--- config.mk ---
export PLATFORM = sky130hd
export DESIGN_NAME = temp_alarm_ctrl
export DESIGN_NICKNAME = d
export VERILOG_FILES = /design/src/rtl/temp_alarm_ctrl.sv
export SDC_FILE = /design/constraint.sdc
export NUM_CORES = 1
export LEC_CHECK = 0
export ABC_AREA = 1
export CORE_AREA = 5 5 50 52
export DETAILED_ROUTE_END_ITERATION = 16
export DIE_AREA = 0 0 55 57
export GPL_ROUTABILITY_DRIVEN = 0
export GPL_TIMING_DRIVEN = 1
export HOLD_SLACK_MARGIN = 0.03
export PLACE_DENSITY = 0.76
export SETUP_SLACK_MARGIN = 0.2
export SLEW_MARGIN = 30
export SYNTH_ARGS = -nofsm -noshare
export SYNTH_HDL_FRONTEND = slang
export SYNTH_SLANG_ARGS = --single-unit
--- constraint.sdc ---
create_clock -name clk -period 3.8 [get_ports clk]
set_input_delay 0.76 -clock clk [delete_from_list [all_inputs] [get_ports clk]]
set_output_delay 0.76 -clock clk [all_outputs]
set_load 0.02 [all_outputs]
--- src/rtl/temp_alarm_ctrl.sv ---
// Temperature alarm/shutdown sequencer: debounced NORMAL/WARN/SHUTDOWN FSM.
// Optional sensor-loss timeout enabled by defining TEMP_TIMEOUT_EN.
module temp_alarm_ctrl #(
    parameter int unsigned WARN_TH        = 200,
    parameter int unsigned SHDN_TH        = 250,
    parameter int unsigned HYST           = 10,
    parameter int unsigned DEBOUNCE       = 3,
    parameter int unsigned TIMEOUT_CYCLES = 1000
) (
    input  logic       clk,
    input  logic       rst,
    input  logic       rx_valid,
    input  logic [7:0] rx_data,
    input  logic       clr,
    output logic       alarm,
    output logic       sh,
    output logic [1:0] state,
    output logic [7:0] last_temp,
    output logic       sensor_fault
);

    localparam int CW = $clog2(DEBOUNCE + 1);
    localparam logic [CW-1:0] DB = CW'(DEBOUNCE);
    localparam logic [7:0] WARN_B = 8'(WARN_TH);
    localparam logic [7:0] SHDN_B = 8'(SHDN_TH);
    localparam logic [7:0] COOL_B = 8'(WARN_TH - HYST);

    typedef enum logic [1:0] {
        S_NORMAL = 2'b00,
        S_WARN   = 2'b01,
        S_SHDN   = 2'b10,
        S_ILL    = 2'b11
    } state_t;

    state_t         r_state;
    state_t         w_state_nxt;
    logic [CW-1:0]  r_hot_cnt;
    logic [CW-1:0]  r_warm_cnt;
    logic [CW-1:0]  r_cool_cnt;
    logic [CW-1:0]  w_hot_inc;
    logic [CW-1:0]  w_warm_inc;
    logic [CW-1:0]  w_cool_inc;
    logic [7:0]     r_last;
    logic           r_alarm;
    logic           r_sh;
    logic           w_alarm_nxt;
    logic           w_sh_nxt;
    logic           w_hot;
    logic           w_warm;
    logic           w_cool;
    logic           w_hot_reach;
    logic           w_warm_reach;
    logic           w_cool_reach;
    logic [7:0]     w_ref;
    logic           w_ref_cool;
    logic           w_trans;
    logic           w_to_hit;

    function automatic logic [CW-1:0] f_cnt(input logic hit,
                                            input logic [CW-1:0] c);
        if (!hit)
            return '0;
        else if (c == DB)
            return c;
        else
            return c + CW'(1);
    endfunction

    assign w_hot  = (rx_data >= SHDN_B);
    assign w_warm = (rx_data >= WARN_B);
    assign w_cool = (rx_data <  COOL_B);

    assign w_hot_inc  = f_cnt(w_hot,  r_hot_cnt);
    assign w_warm_inc = f_cnt(w_warm, r_warm_cnt);
    assign w_cool_inc = f_cnt(w_cool, r_cool_cnt);

    assign w_hot_reach  = rx_valid && w_hot  && (w_hot_inc  == DB);
    assign w_warm_reach = rx_valid && w_warm && (w_warm_inc == DB);
    assign w_cool_reach = rx_valid && w_cool && (w_cool_inc == DB);

    // A sample arriving with the clear takes precedence over the stored one
    assign w_ref      = rx_valid ? rx_data : r_last;
    assign w_ref_cool = (w_ref < COOL_B);

`ifdef TEMP_TIMEOUT_EN
    localparam int TW = $clog2(TIMEOUT_CYCLES + 1);
    localparam logic [TW-1:0] TO_MAX = TW'(TIMEOUT_CYCLES);
    localparam logic [TW-1:0] TO_PRE = TW'(TIMEOUT_CYCLES - 1);

    logic [TW-1:0] r_to_cnt;
    logic          r_fault;

    assign w_to_hit = !rx_valid && (r_to_cnt == TO_PRE);

    always_ff @(posedge clk) begin
        if (rst) begin
            r_to_cnt <= '0;
            r_fault  <= 1'b0;
        end else if (rx_valid) begin
            r_to_cnt <= '0;
            r_fault  <= 1'b0;
        end else begin
            if (r_to_cnt != TO_MAX)
                r_to_cnt <= r_to_cnt + TW'(1);
            if (w_to_hit)
                r_fault <= 1'b1;
        end
    end

    assign sensor_fault = r_fault;
`else
    assign w_to_hit     = 1'b0;
    assign sensor_fault = 1'b0;
`endif

    always_ff @(posedge clk) begin
        if (rst)
            r_state <= S_NORMAL;
        else
            r_state <= w_state_nxt;
    end

    always_comb begin
        w_state_nxt = r_state;
        case (r_state)
            S_NORMAL: begin
                if (w_hot_reach)
                    w_state_nxt = S_SHDN;
                else if (w_warm_reach)
                    w_state_nxt = S_WARN;
                else if (w_to_hit)
                    w_state_nxt = S_WARN;
            end
            S_WARN: begin
                if (w_hot_reach)
                    w_state_nxt = S_SHDN;
                else if (w_cool_reach)
                    w_state_nxt = S_NORMAL;
            end
            S_SHDN: begin
                if (clr && w_ref_cool)
                    w_state_nxt = S_NORMAL;
            end
            default: w_state_nxt = S_NORMAL;
        endcase
    end

    always_comb begin
        w_alarm_nxt = 1'b0;
        w_sh_nxt    = 1'b0;
        case (w_state_nxt)
            S_WARN:  w_alarm_nxt = 1'b1;
            S_SHDN:  w_sh_nxt    = 1'b1;
            default: ;
        endcase
    end

    always_ff @(posedge clk) begin
        if (rst) begin
            r_alarm <= 1'b0;
            r_sh    <= 1'b0;
        end else begin
            r_alarm <= w_alarm_nxt;
            r_sh    <= w_sh_nxt;
        end
    end

    assign w_trans = (w_state_nxt != r_state);

    always_ff @(posedge clk) begin
        if (rst) begin
            r_hot_cnt  <= '0;
            r_warm_cnt <= '0;
            r_cool_cnt <= '0;
        end else if (w_trans) begin
            r_hot_cnt  <= '0;
            r_warm_cnt <= '0;
            r_cool_cnt <= '0;
        end else if (rx_valid) begin
            r_hot_cnt  <= w_hot_inc;
            r_warm_cnt <= w_warm_inc;
            r_cool_cnt <= w_cool_inc;
        end
    end

    always_ff @(posedge clk) begin
        if (rst)
            r_last <= 8'd0;
        else if (rx_valid)
            r_last <= rx_data;
    end

    assign alarm     = r_alarm;
    assign sh        = r_sh;
    assign state     = r_state;
    assign last_temp = r_last;

endmodule

==> impl_metrics.py <==
metrics = {
    "run_status": {
        "status": "completed",
    },
    "critical_path": {
        "start_kind": "input pin",
        "required_ps": 4030,
        "cp-startpoint": "rx_valid",
        "crit_type": "input pin to flip-flop",
        "arrival_ps": 2600,
        "endpoint_kind": "flip-flop",
        "rr_worst_depth": 10,
        "reg2reg_setup_slack_ps": 2560,
        "critPathMaxFanout": 19,
        "r2r_start": "r_warm_cnt[1]",
        "reg2reg_to": "r_hot_cnt[1]",
    },
    "power": {
        "power.density_nw_per_um2": 322,
        "irDropWorstVdd_uv": 193,
        "power.switching_w": 0.000100,
        "p_comb_share_pct": 18.2,
        "power_leakage_nw": 0.521,
        "power_frac_clock_pct": 29.9,
        "switching_share_pct": 25.9,
        "power.internal_w": 0.000286,
        "power.share.sequential_pct": 51.9,
    },
    "min_path": {
        "hold_depth": 2,
        "hold_path.class": "flip-flop to flip-flop",
        "worstHoldStart": "last_temp[2]",
        "holdPathEnd": "last_temp[2]",
    },
    "clock_network": {
        "cts_setup_buffers": 0,
        "cts_buffers": 3,
        "clock_insertion_delay_worst_skew_ps": 280,
        "cts_hold_buf": 0,
        "clk_path_buf_depth": 2,
        "htree_levels": 1,
        "cts_tree": "done",
        "clkTransAtPathRegs_ps": 100,
        "cts.sinks": 18,
        "cts-resized-gates": 0,
        "cts_root_buffer": "clkbuf_4",
    },
    "floorplan": {
        "die_h_um": 57,
        "die_area_um2": 3140,
        "initial_core_util_pct": 46.0,
        "io_pins": 25,
        "core_um2": 2060,
        "rows": 17,
        "fp.dieW_um": 55,
    },
    "finish": {
        "mostFrequentLayoutCells": "35 x nand2_1, 23 x clkdlybuf4s50_1, 18 x dfxtp_1",
        "nets": 170,
        "nFillCells": 211,
        "area_growth_pct": 26.1,
        "drive_gt1_share_pct": 17.2,
        "antenna_cells": 0,
        "final_common_cell": "nand2_1",
    },
    "timing": {
        "hold_slack_ps": 488,
        "tightest_slew_ps": 693,
        "clock_skew_ps": 1.67,
        "hold_viol": 0,
        "fmax_mhz": 422,
        "rsz0062_at_grt": "false",
        "slew_violations": 0,
        "tns_ps": 0,
        "post-route-min-period_ps": 2370,
        "finalSetupViolations": 0,
        "slew-limit-headroom_pct": 53.6,
        "timing.final.crit_share_pct": 62.3,
    },
    "grt": {
        "grt_max_degree": 20,
        "antenna_found_initial": 0,
        "grt_pass1_wl_mm": 3.20,
        "grt-ovfl-total": 0,
        "grtUsageTotal_pct": 13.6,
        "grt_pass1_vias": 813,
    },
    "placement": {
        "io_buffers": 23,
        "dpl.hpwl_mm": 1.56,
    },
    "synth": {
        "yosysUniqueCellTypes": 22,
        "post_synth.cell_area_avg_um2": 7.03,
        "syn_area_um2": 950,
        "synth_nets": 147,
        "ys_seq_elements": 18,
        "yosysWarnings": 0,
        "yosysSeqAreaShare_pct": 37.9,
        "syn-instance-count": 135,
    },
    "route": {
        "drt_iter0_drc": 12,
        "dr.pass1.iters": 4,
        "drc": 0,
        "wl_per_cell_um": 10.4,
        "routed_wl_mm": 1.93,
        "avgViaCountPerCell": 4.64,
        "ant_nets": 0,
        "dr_total_vias": 859,
    },
    "flow_run": {
        "cap_violations": 0,
    },
}
-- final cells by class --
type                    instances  area [um2]  area share [%]
multi-input cells              98         478            39.9
flip-flops and latches         18         360            30.1
repair buffers                 23         230            19.2
inverters                      14        57.6            4.81
clock buffers                   4        36.3            3.03
well taps                      28        35.0            2.93
-- registers in the layout, indices dropped and copies added (netlist names) --
signal      count
r_cool_cnt      2
state           2
sh              1
alarm           1
r_warm_cnt      2
last_temp       8
r_hot_cnt       2
-- logic make-up after synthesis --
kind of cell / share of synthesized area [%]
simple gates: 39.1
other cells: 0.395
buf+inv: 11.7
flops: 37.9
compound gates: 10.8
-- how the worst max path moves through the flow --
stage                               end  slack [ps]
after CTS                 r_cool_cnt[1]        1420
after global placement    r_warm_cnt[0]        1140
after global routing       r_hot_cnt[1]        1220
after detailed placement  r_warm_cnt[0]        1120
final                      r_hot_cnt[1]        1430
after floorplan           r_warm_cnt[1]        2060
-- stage by stage --
step           cell area (um2)  util, %  setup slack [ps]  std cells  total power, W
2_1_floorplan              950        -              2060        135        0.000251
3_3_place_gp              1160     56.3              1140        181        0.000274
3_5_place_dp              1160     56.3              1120        181        0.000276
4_1_cts                   1200     58.0              1420        185        0.000392
5_1_grt                   1200     58.0              1220        185        0.000408
6_report                  1200     58.0              1430        185        0.000386
-- worst max-delay path, stage by stage --
cell	delay, ps
clkdlybuf4s50_1	770
inv_6	290
nand2_1	100
nand2_1	60
nand2_1	60
nor2_1	110
nand2_1	70
nand3_2	60
nand2_2	70
nand2_2	80
nand2_4	90
nor2_2	80
-- cells in the mapped netlist --
cell type	instances	area [um2]
nand2_4	1	11.3
inv_6	1	8.76
or2_2	3	18.8
nor2_1	14	52.6
a21oi_1	12	60.1
buf_12	1	20.0
o211ai_1	2	15.0
nand2_2	8	50.1
nor3_1	2	10.0
o21ai_0	4	20.0
conb_1	1	3.75
nand2_1	35	131
nand3_2	1	10.0
nor2_2	8	50.1
nand3_1	5	25.0
clkbuf_1	1	3.75
nand4_2	1	12.5
buf_6	2	22.5
buf_4	1	7.51
dfxtp_1	18	360
o21bai_1	1	7.51
inv_1	13	48.8
-- per-layer routing --
metal | GRT usage (%) | routed length [um] | vias up
met5 | 0 | 0 | -
met4 | 5.21 | 29 | 0
met3 | 2.35 | 86 | 4
met2 | 24.5 | 961 | 17
met1 | 15.2 | 847 | 378
li1 | - | - | 460
-- power by group through the flow --
stage | clock (W) | sequential, W | combinational (W)
2_1_floorplan | 0 | 0.000211 | 0.0000401
3_3_place_gp | 0 | 0.000205 | 0.0000697
3_5_place_dp | 0 | 0.000205 | 0.0000708
4_1_cts | 0.000120 | 0.000201 | 0.0000711
5_1_grt | 0.000129 | 0.000201 | 0.0000781
6_report | 0.000115 | 0.000200 | 0.0000703
No activity file was read; power rests on OpenSTA's default activity.
==> RTL change, RTL diff (same flow settings) <==
Change the parameter `SHDN_TH` from 250 to 128.
--- a/src/rtl/temp_alarm_ctrl.sv
+++ b/src/rtl/temp_alarm_ctrl.sv
@@ -2,7 +2,7 @@
 // Optional sensor-loss timeout enabled by defining TEMP_TIMEOUT_EN.
 module temp_alarm_ctrl #(
     parameter int unsigned WARN_TH        = 200,
-    parameter int unsigned SHDN_TH        = 250,
+    parameter int unsigned SHDN_TH        = 128,
     parameter int unsigned HYST           = 10,
     parameter int unsigned DEBOUNCE       = 3,
     parameter int unsigned TIMEOUT_CYCLES = 1000
Check against the original RTL: not equivalent (Yosys sat finds a counterexample within 4 cycles, from zero or initial values and one cycle with rst high).
==> RTL change against the original RTL <==
  * Maximum frequency up 2.4%
  * Synthesized area down 3.6%
  * Sequential cell count unchanged
  * Synthesized cell count unchanged
  * Final area down 2.3%
  * Worst setup slack better by 0.054 ns
  * Routed wire length up 9.2%
  * Largest power group unchanged
  * Clock power down 20%
  * Largest cell class unchanged
  * Critical path type unchanged
  * First-iteration DRC count rose to 2.8 times the old value
  * Clock skew about the same
  * Power down 4.0%
  * Die area unchanged
  * Highest routed layer unchanged
==> RTL change: results <==
metrics = {
    "run_status": {
        "outcome": "finished, final reports clean",
    },
    "final_layout": {
        "drive_gt1_share_pct": 12.1,
        "fillers": 217,
        "area_delta_synth_final_pct": 27.7,
        "nNonClkInverters": 22,
        "nClkBuffers": 3,
        "multi_input_area_um2": 439,
        "fin_cells": 185,
        "multiInputCombCellCount": 91,
        "seq_cell_count": 18,
        "buffer_area_share_pct": 19.7,
        "seq_area_share_pct": 30.8,
        "clk_share_pct": 1.93,
    },
    "global_route": {
        "grt_pass1_wl_um": 3500,
        "grt_pass1_vias": 822,
        "grt_usage_pct": 15.2,
    },
    "worst_setup_path": {
        "r2r_slack_ns": 2.45,
        "worstPathArrival_ns": 2.55,
        "r2r-start": "state[0]",
        "reg2reg_depth": 9,
        "cp-endpoint": "r_cool_cnt[1]",
        "worstPathMaxFanout": 14,
    },
    "logic_synthesis": {
        "synth_cells": 135,
        "yosysSeqAreaShare_pct": 39.3,
        "synth_cell_types": 24,
        "synth_fp_nets": 147,
        "synth_compound_area_share_pct": 10.1,
        "netlist_area_um2": 916,
        "synth_common_cells": "nand2_1 (38), inv_1 (20), dfxtp_1 (18)",
        "synth.area.top_cells": "dfxtp_1 (39%), nand2_1 (16%), inv_1 (8.2%)",
        "synth_top_flop_cell": "dfxtp_1",
    },
    "placement": {
        "dpl.cell_count": 182,
        "dp_hpwl_um": 1570,
        "postPlaceCellArea_mm2": 0.00115,
    },
    "power": {
        "comb_power_share_pct": 20.4,
        "peakVddDrop_v": 0.000234,
        "p_total_w": 0.000371,
        "p_leak_nw": 0.557,
        "powerClk_w": 0.0000924,
    },
    "clocking": {
        "clock_path_buffers": 2,
    },
    "worst_hold_path": {
        "min_to": "last_temp[4]",
        "min_path_type": "flop to flop",
        "worstHoldStart": "last_temp[4]",
    },
    "sta": {
        "skew_ns": 0.00134,
        "setup_ws_ns": 1.49,
        "worst_hold_slack_ns": 0.489,
    },
    "routing": {
        "dr_total_vias": 872,
        "first_iter_violations": 33,
    },
}
## RTL change: cell count changes after synthesis, sizes merged
cell    unedited run  this run
o21bai             1         0
nand2             44        42
o21a               0         1
o211ai             2         0
nand4              1         2
o22ai              0         1
a32o               0         1
inv               14        22
o21ai              4         5
a21oi             12         8
buf                4         3
or2                3         0
## RTL change: critical path, stage by stage
cell and delay (ns):
clkdlybuf4s50_1 0.65, inv_2 0.32, nand2_1 0.11, nand2_1 0.09, nand2_1 0.07, nor2_2 0.09
nand2_1 0.06, nand3_2 0.06, nand2_2 0.07, nand2_4 0.07, nand3_4 0.11, nor2_2 0.10
## RTL change: per-layer routing
layer | vias up | GRT usage (%) | routed length, um
li1 | 456 | - | -
met1 | 381 | 19.0 | 889
met2 | 30 | 24.7 | 1040
met3 | 5 | 3.39 | 144
met4 | 0 | 6.25 | 34
met5 | - | 0 | 0
